--- config.mk ---
export PLATFORM = sky130hd
export DESIGN_NAME = mux_reg_n
export DESIGN_NICKNAME = d
export VERILOG_FILES = /design/src/rtl/mips_mux_pkg.sv /design/src/rtl/mux_sel_n.sv /design/src/rtl/mux_reg_n.sv
export SDC_FILE = /design/constraint.sdc
export NUM_CORES = 1
export LEC_CHECK = 0
export CORE_UTILIZATION = 33
export CTS_CLUSTER_DIAMETER = 120
export DETAILED_ROUTE_END_ITERATION = 10
export PLACE_DENSITY = 0.81
export SLEW_MARGIN = 20
export SYNTH_ARGS = -nofsm -noshare
export SYNTH_HDL_FRONTEND = slang
export SYNTH_SLANG_ARGS = --single-unit
--- constraint.sdc ---
create_clock -name clk -period 1.5 [get_ports clk]
set_clock_uncertainty 0.15 [all_clocks]
set_input_delay 0.45 -clock clk [delete_from_list [all_inputs] [get_ports clk]]
set_output_delay 0.45 -clock clk [all_outputs]
set_load 0.005 [all_outputs]
--- src/rtl/mips_mux_pkg.sv ---
// Shared types and defaults for the registered N:1 channel mux.
// Holds the output-stage state encoding plus the default channel width and count.
package mips_mux_pkg;

    localparam int MUX_DEF_WIDTH = 32;
    localparam int MUX_DEF_N     = 4;

    typedef enum logic {
        EMPTY = 1'b0,
        FULL  = 1'b1
    } mux_state_e;

    // Select width for a given channel count; never narrower than one bit.
    function automatic int mux_selw(input int n);
        return (n > 1) ? $clog2(n) : 1;
    endfunction

endpackage

--- src/rtl/mux_sel_n.sv ---
// Combinational N:1 channel select with an out-of-range indication.
// Latency: zero cycles (pure combinational).
// Backpressure: none; the caller registers the result.
module mux_sel_n
    import mips_mux_pkg::*;
#(
    parameter int WIDTH = MUX_DEF_WIDTH,
    parameter int N     = MUX_DEF_N,
    parameter int SELW  = mux_selw(N)
) (
    input  logic [SELW-1:0]    i_sel,
    input  logic [N*WIDTH-1:0] i_din,
    output logic [WIDTH-1:0]   o_dout,
    output logic               o_oor
);

    // An index with no matching channel leaves o_dout zero and raises o_oor.
    always_comb begin
        o_dout = '0;
        o_oor  = 1'b1;
        for (int k = 0; k < N; k++) begin
            if (int'(i_sel) == k) begin
                o_dout = i_din[k*WIDTH +: WIDTH];
                o_oor  = 1'b0;
            end
        end
    end

endmodule

--- src/rtl/mux_reg_n.sv ---
// Registered N:1 mux with a one-entry valid/ready output stage; MUX_SEL_CHECK_EN adds err.
// Latency: one cycle from accept to out_valid; full throughput while out_ready is high.
// Backpressure: in_ready = EMPTY | out_ready, so a stalled output blocks new beats.
module mux_reg_n
    import mips_mux_pkg::*;
#(
    parameter int WIDTH = MUX_DEF_WIDTH,
    parameter int N     = MUX_DEF_N,
    parameter int SELW  = mux_selw(N)
) (
    input  logic               clk,
    input  logic               reset,
    input  logic               in_valid,
    output logic               in_ready,
    input  logic [SELW-1:0]    sel,
    input  logic [N*WIDTH-1:0] din,
    output logic               out_valid,
    input  logic               out_ready,
    output logic [WIDTH-1:0]   dout,
    output logic [SELW-1:0]    sel_q
`ifdef MUX_SEL_CHECK_EN
    ,
    output logic               err
`endif
);

    mux_state_e       r_state;
    mux_state_e       w_state_nxt;
    logic [WIDTH-1:0] r_dout;
    logic [SELW-1:0]  r_sel_q;
    logic [WIDTH-1:0] w_sel_dout;
    logic [WIDTH-1:0] w_dout_ld;
    logic             w_oor;
    logic             w_accept;
    logic             w_consume;
    logic             w_in_ready;

    mux_sel_n #(
        .WIDTH (WIDTH),
        .N     (N),
        .SELW  (SELW)
    ) u_sel (
        .i_sel  (sel),
        .i_din  (din),
        .o_dout (w_sel_dout),
        .o_oor  (w_oor)
    );

`ifdef MUX_SEL_CHECK_EN
    logic r_err;
    // Out-of-range beats carry zero data; err rides along with the beat.
    assign w_dout_ld = w_oor ? '0 : w_sel_dout;
    assign err       = r_err;
`else
    assign w_dout_ld = w_oor ? din[WIDTH-1:0] : w_sel_dout;
`endif

    assign w_accept  = in_valid & w_in_ready;
    assign w_consume = (r_state == FULL) & out_ready;

    always_ff @(posedge clk or posedge reset) begin
        if (reset) begin
            r_state <= EMPTY;
        end else begin
            r_state <= w_state_nxt;
        end
    end

    always_comb begin
        w_state_nxt = r_state;
        w_in_ready  = 1'b1;
        case (r_state)
            EMPTY: begin
                w_in_ready = 1'b1;
                if (w_accept) begin
                    w_state_nxt = FULL;
                end
            end
            FULL: begin
                w_in_ready = out_ready;
                // A simultaneous accept refills the stage, so only a bare consume empties it.
                if (w_consume && !w_accept) begin
                    w_state_nxt = EMPTY;
                end
            end
            default: begin
                w_state_nxt = EMPTY;
            end
        endcase
    end

    always_ff @(posedge clk or posedge reset) begin
        if (reset) begin
            r_dout  <= '0;
            r_sel_q <= '0;
`ifdef MUX_SEL_CHECK_EN
            r_err   <= 1'b0;
`endif
        end else if (w_accept) begin
            r_dout  <= w_dout_ld;
            r_sel_q <= sel;
`ifdef MUX_SEL_CHECK_EN
            r_err   <= w_oor;
`endif
        end
    end

    assign in_ready  = w_in_ready;
    assign out_valid = (r_state == FULL);
    assign dout      = r_dout;
    assign sel_q     = r_sel_q;

endmodule

## Yosys cells after proc, flatten, opt, wreduce, memory -nomap -nowiden

Cells that the tools add are included.

- Add/subtract/negate cells: 0
- Reductions and logical operators: 3
- Bitwise gates (word level): 3
- Mux-type cells: 13
- Divide/modulo/power cells: 0
- Equal/unequal tests: 3
- Magnitude comparators: 0
- Shift-type cells: 0
- Multiply operators: 0

Operator list:

| cell | number |
|---|---|
| two-way mux 32 bit | 5 |
| two-way mux 1 bit | 6 |
| == test 2 bit, second input constant | 2 |
| one-hot mux 1 bit (2 select lines) | 2 |
| bitwise AND 1 bit | 2 |
| == test 2 x 1 -> 1 bit, second input constant | 1 |
| zero test 2 bit | 1 |
| logical AND 1 bit | 1 |
| zero test 1 bit | 1 |
| NOT 1 bit | 1 |

- Memories: 0
- Input port bits: 134
- ROM bits: 0
- Latch bits: 0
- Word-level logic and storage cells: 25
- RAM bits: 0
- Register bits: 35

## Longest topological paths before layout

- Depth after elaboration: 7
- Mapped depth: 4
- Mapped depth without buffers: 3

## Hierarchy

A second synthesis with hierarchy kept.

- Cells, all modules: 196
- Area total of the unflattened synthesis: 2,670.1 um^2

Modules (own cells, without submodules):

| module | area each (um^2) | times used | sequential area each (um^2) | cells an instance |
|---|---|---|---|---|
| mux_reg_n | 1,844.3 | 1 | 875.8 | 155 |
| mux_sel_n | 825.8 | 1 | 0.0 | 41 |

## Least setup slack after synthesis

No wires, ideal clock.

- Path kind: input port to flip-flop
- Start point: in sel[0]
- End point: reg r_dout[24], in the netlist dout[24]
- Stages on the path: 4
- Setup slack: -238 ps
- Arrival time: 1,463 ps
- Path buffers: 2
- Cells stage by stage: buf_6 -> buf_12 -> mux4_2 -> mux2_2

- Cells in the longest elaborated chain, start to end: 6
- Elaborated cells on any way between the ends: 13

Ends and longest elaborated chain:

| item | line | text |
|---|---|---|
| start: declaration | mux_reg_n.sv:15 | `input logic [SELW-1:0] sel,` |
| zero test 2 bit | mux_sel_n.sv:22 | `if (int'(i_sel) == k) begin` |
| two-way mux 32 bit or two-way mux 1 bit (tied branches) (4 in a row) | mux_sel_n.sv:22 |  |
| two-way mux 32 bit (*) | mux_reg_n.sv:55 | `assign w_dout_ld = w_oor ? din[WIDTH-1:0] : w_sel_dout;` |
| end signal: assignment | mux_reg_n.sv:100 | `r_dout <= w_dout_ld;` |
| end: declaration | mux_reg_n.sv:29 | `logic [WIDTH-1:0] r_dout;` |

Mark *: on every way between the ends. The rest lies on a longest branch, timed or not.
A chain may end at the register's enable or synchronous reset.

## Final worst setup path

- Start point: reg r_state, in the netlist out_valid
- End point: out in_ready

- Cells in the longest elaborated chain, start to end: 2

Ends and longest elaborated chain:

| item | line | text |
|---|---|---|
| start: declaration | mux_reg_n.sv:27 | `mux_state_e r_state;` |
| start signal: assignment | mux_reg_n.sv:65 | `r_state <= w_state_nxt;` |
| NOT 1 bit | - |  |
| one-hot mux 1 bit (2 select lines) (*) | mux_reg_n.sv:72 | `case (r_state)` |
| end: declaration | mux_reg_n.sv:14 | `output logic in_ready,` |

Marked as above.

==> results by group <==
Run status
  • Status: complete, but fails checks
  • Failing checks: setup timing

Clocking
  • CTS tree: done
  • H-Tree Depth: 2
  • Worst-path clk slew: 0.07 ns
  • Clk_lat worst skew: 0.28 ns
  • Max Root-Sink Buffers: 2
  • # clock sinks: 35
  • Hold_buf cts: 0
  • CTS Buf Count: 5
  • Clock root buffer: clkbuf_8

Final layout
  • Fraction of layout cells with a size suffix above 1: 43.6%
  • Layout area overhead: 93.8%
  • Commonest non-fill, non-tap cells in the layout: dlygate4sd2_1, dfrtp_1, mux4_2, mux2_4, clkbuf_2
  • Nets: 439
  • Final non-filler cell total: 381
  • Reg area: 876 um2
  • Multi-input logic area: 1250 um2
  • Layout Cell Area excl Fill: 4080 um2
  • Fillcell total: 493
  • Commonest non-fill, non-tap cell in the layout: dlygate4sd2_1

Yosys
  • Synth Area in Simple Gates: 0.773%
  • Top post-synthesis cells by area: dfrtp_1, mux4_2, mux2_2
  • Adder-Cell Fraction of Synth Area: 0%
  • Post-synthesis mux area share: 52.4%
  • Cell taking the most area after synthesis: dfrtp_1
  • Post-synth top area share: 41.6%
  • Compound-Gate Fraction of Synth Area: 0%
  • Synth Area in XOR/XNOR: 0%
  • Synth Cell Area: 2100 um2
  • Syn Inst Count: 116
  • Syn Area/Cell: 18.1 um2
  • Register area share after synthesis: 41.6%
  • Synth warn: 0
  • Distinct cells, synth: 10
  • Largest family of logic cells by synthesized area: multiplexers
  • #FFs+latches synth: 35
  • Syn Nets: 250

Run
  • Max-cap viol count: 0

Pwr
  • Leakage: 2.01 nW
  • Switching Share: 25.8%
  • Int Pwr: 0.00233 W
  • Clock Power Share: 22.0%
  • Psw: 0.000810 W
  • Seq pwr share: 39.1%
  • Maximum vdd drop: 0.512 mV
  • Power Dens Cells: 769 nW/um2
  • Combinational Power Share: 39.0%

GRT
  • Aggregate global routing overflow: 0
  • Global-route wire length before repair: 10.4 mm
  • Antenna violations before repair: 1
  • All-Layer GR Usage: 21.7%
  • Vias in the first global route: 2,081
  • Largest net degree at the start of global routing: 36

Timing
  • Final-report max-slew violation count: 0
  • Worst slew margin: 87.1%
  • Worst hold slack: 0.360 ns
  • Final setup fails: 23
  • Achievable Freq: 633 MHz
  • Final min period: 1.58 ns
  • Hold Vio Cnt, Final: 0
  • RSZ-0062 raised after global routing: true
  • Final setup margin: -0.0796 ns
  • Least-Margin Pin Slew: 0.194 ns
  • Fin crit share: 105%

Drt
  • Post-Route WL: 6.98 mm
  • Routed WL per cell: 18.3 um
  • Vias: 1,881
  • Routed met3 length: 448 um
  • Via/cell ratio: 4.94
  • Routed wl met2: 4.06 mm
  • Metal-1 WL: 2.44 mm
  • Top layer in use: met4
  • DRT iter0 DRCs: 23
  • DRC: 0
  • Detailed Routing Iterations Pass 1: 4
  • ANT nets after route: 0

Placement
  • GPL Wtd Cong: 0.670
  • Placed Cells: 357
  • Final HPWL DP: 5.02 mm
  • Post-placement cell area: 3930 um2
  • # port buffers: 169

Floorplanning
  • Die W: 81.9 um
  • Placement row count: 28
  • Initial core utilization: 34.9%
  • Io pins: 170
  • Die H: 81.9 um
  • Core area: 6030 um2
  • Die ar.: 6700 um2

Critical path
  • Worst Path Arrival: 0.98 ns
  • Critical Path Source Type: flop
  • RR Startpoint: out_valid
  • CP endpoint kind: output pin
  • Critical setup path kind: reg -> out
  • Critical path peak fanout: 3
  • Required time of the worst setup path: 0.90 ns
  • Worst setup path startpoint: out_valid

Min path
  • HP Class: in -> async
[cell families (layout without fill, tap and decap cells)]
group / Yosys count / in the layout
and+or+nand+nor: 3 / 3
DFF: 35 / 35
buffers and inverters: 12 / 201
other: 0 / 1
muxes: 66 / 66
[what timing repair did]
| action | 4_1_cts | 5_1_grt |
|---|---|---|
| buffers inserted | 5 | 7 |
| cloned | 4 | 0 |
| hold endpoints to repair | 0 | 0 |
| gates resized for setup | 258 | 28 |
| pin swaps | 1 | 0 |
| endpoints found under the setup margin | 70 | 54 |
[power by group through the flow]
stage               registers, W  logic (W)  clock network [W]
finish                   0.00122    0.00122           0.000688
global route             0.00125    0.00131           0.000739
CTS                      0.00122    0.00126           0.000714
detailed placement       0.00123    0.00125                  0
global placement         0.00122    0.00123                  0
floorplan                0.00124   0.000424                  0
[final cells by class]
type,count,share of cell area (%)
multi-input cells,69,30.8
inverters,1,0.0921
clock buffers,6,2.03
repair buffers,193,43.1
clock inverters,1,0.123
diodes,1,0.0614
flip-flops and latches,35,21.5
well taps,75,2.30
[Yosys cell counts]
library cell,count
mux4_2,32
buf_6,1
buf_2,6
nand2b_1,2
nand2_1,1
mux2_2,34
inv_1,1
buf_12,3
clkbuf_1,1
dfrtp_1,35
[stage by stage]
step | utilization (%) | total power [W] | setup TNS (ns) | setup WS (ns)
after floorplan | - | 0.00166 | -6.15 | -0.207
after CTS | 69.0 | 0.00319 | -0.841 | -0.0781
after global routing | 67.7 | 0.00330 | -1.58 | -0.102
after global placement | 65.1 | 0.00245 | -18.90 | -0.618
final | 67.7 | 0.00314 | -1.23 | -0.0796
after detailed placement | 65.1 | 0.00248 | -19.32 | -0.637
[state kept, by name (all words and copies together), names as in the netlist]
signal	cells
out_valid	1
dout	32
sel_q	2
[final timing paths]
path	to	slack, ns	cells past startpoint
setup / recovery	in_ready	-0.08	3
hold / removal	out_valid	0.36	3
setup reg to reg	dout[12]	-0.06	6
hold reg to reg	dout[5]	0.36	1
max in group asynchronous	dout[9]	0.65	3
min in group clk	dout[5]	0.36	1
[layer usage]
metal / vias up / track usage [%]
li1: 852 / -
met4: 0 / 4.56
met1: 948 / 23.4
met5: - / 0
met2: 79 / 41.7
met3: 2 / 6.00
[worst max-delay path: stages (launching register included)]
cell and delay [ns]:
dfrtp_1 0.39, buf_6 0.12, nand2b_4 0.09, buf_6 0.10
No activity file was read; power rests on OpenSTA's default activity.
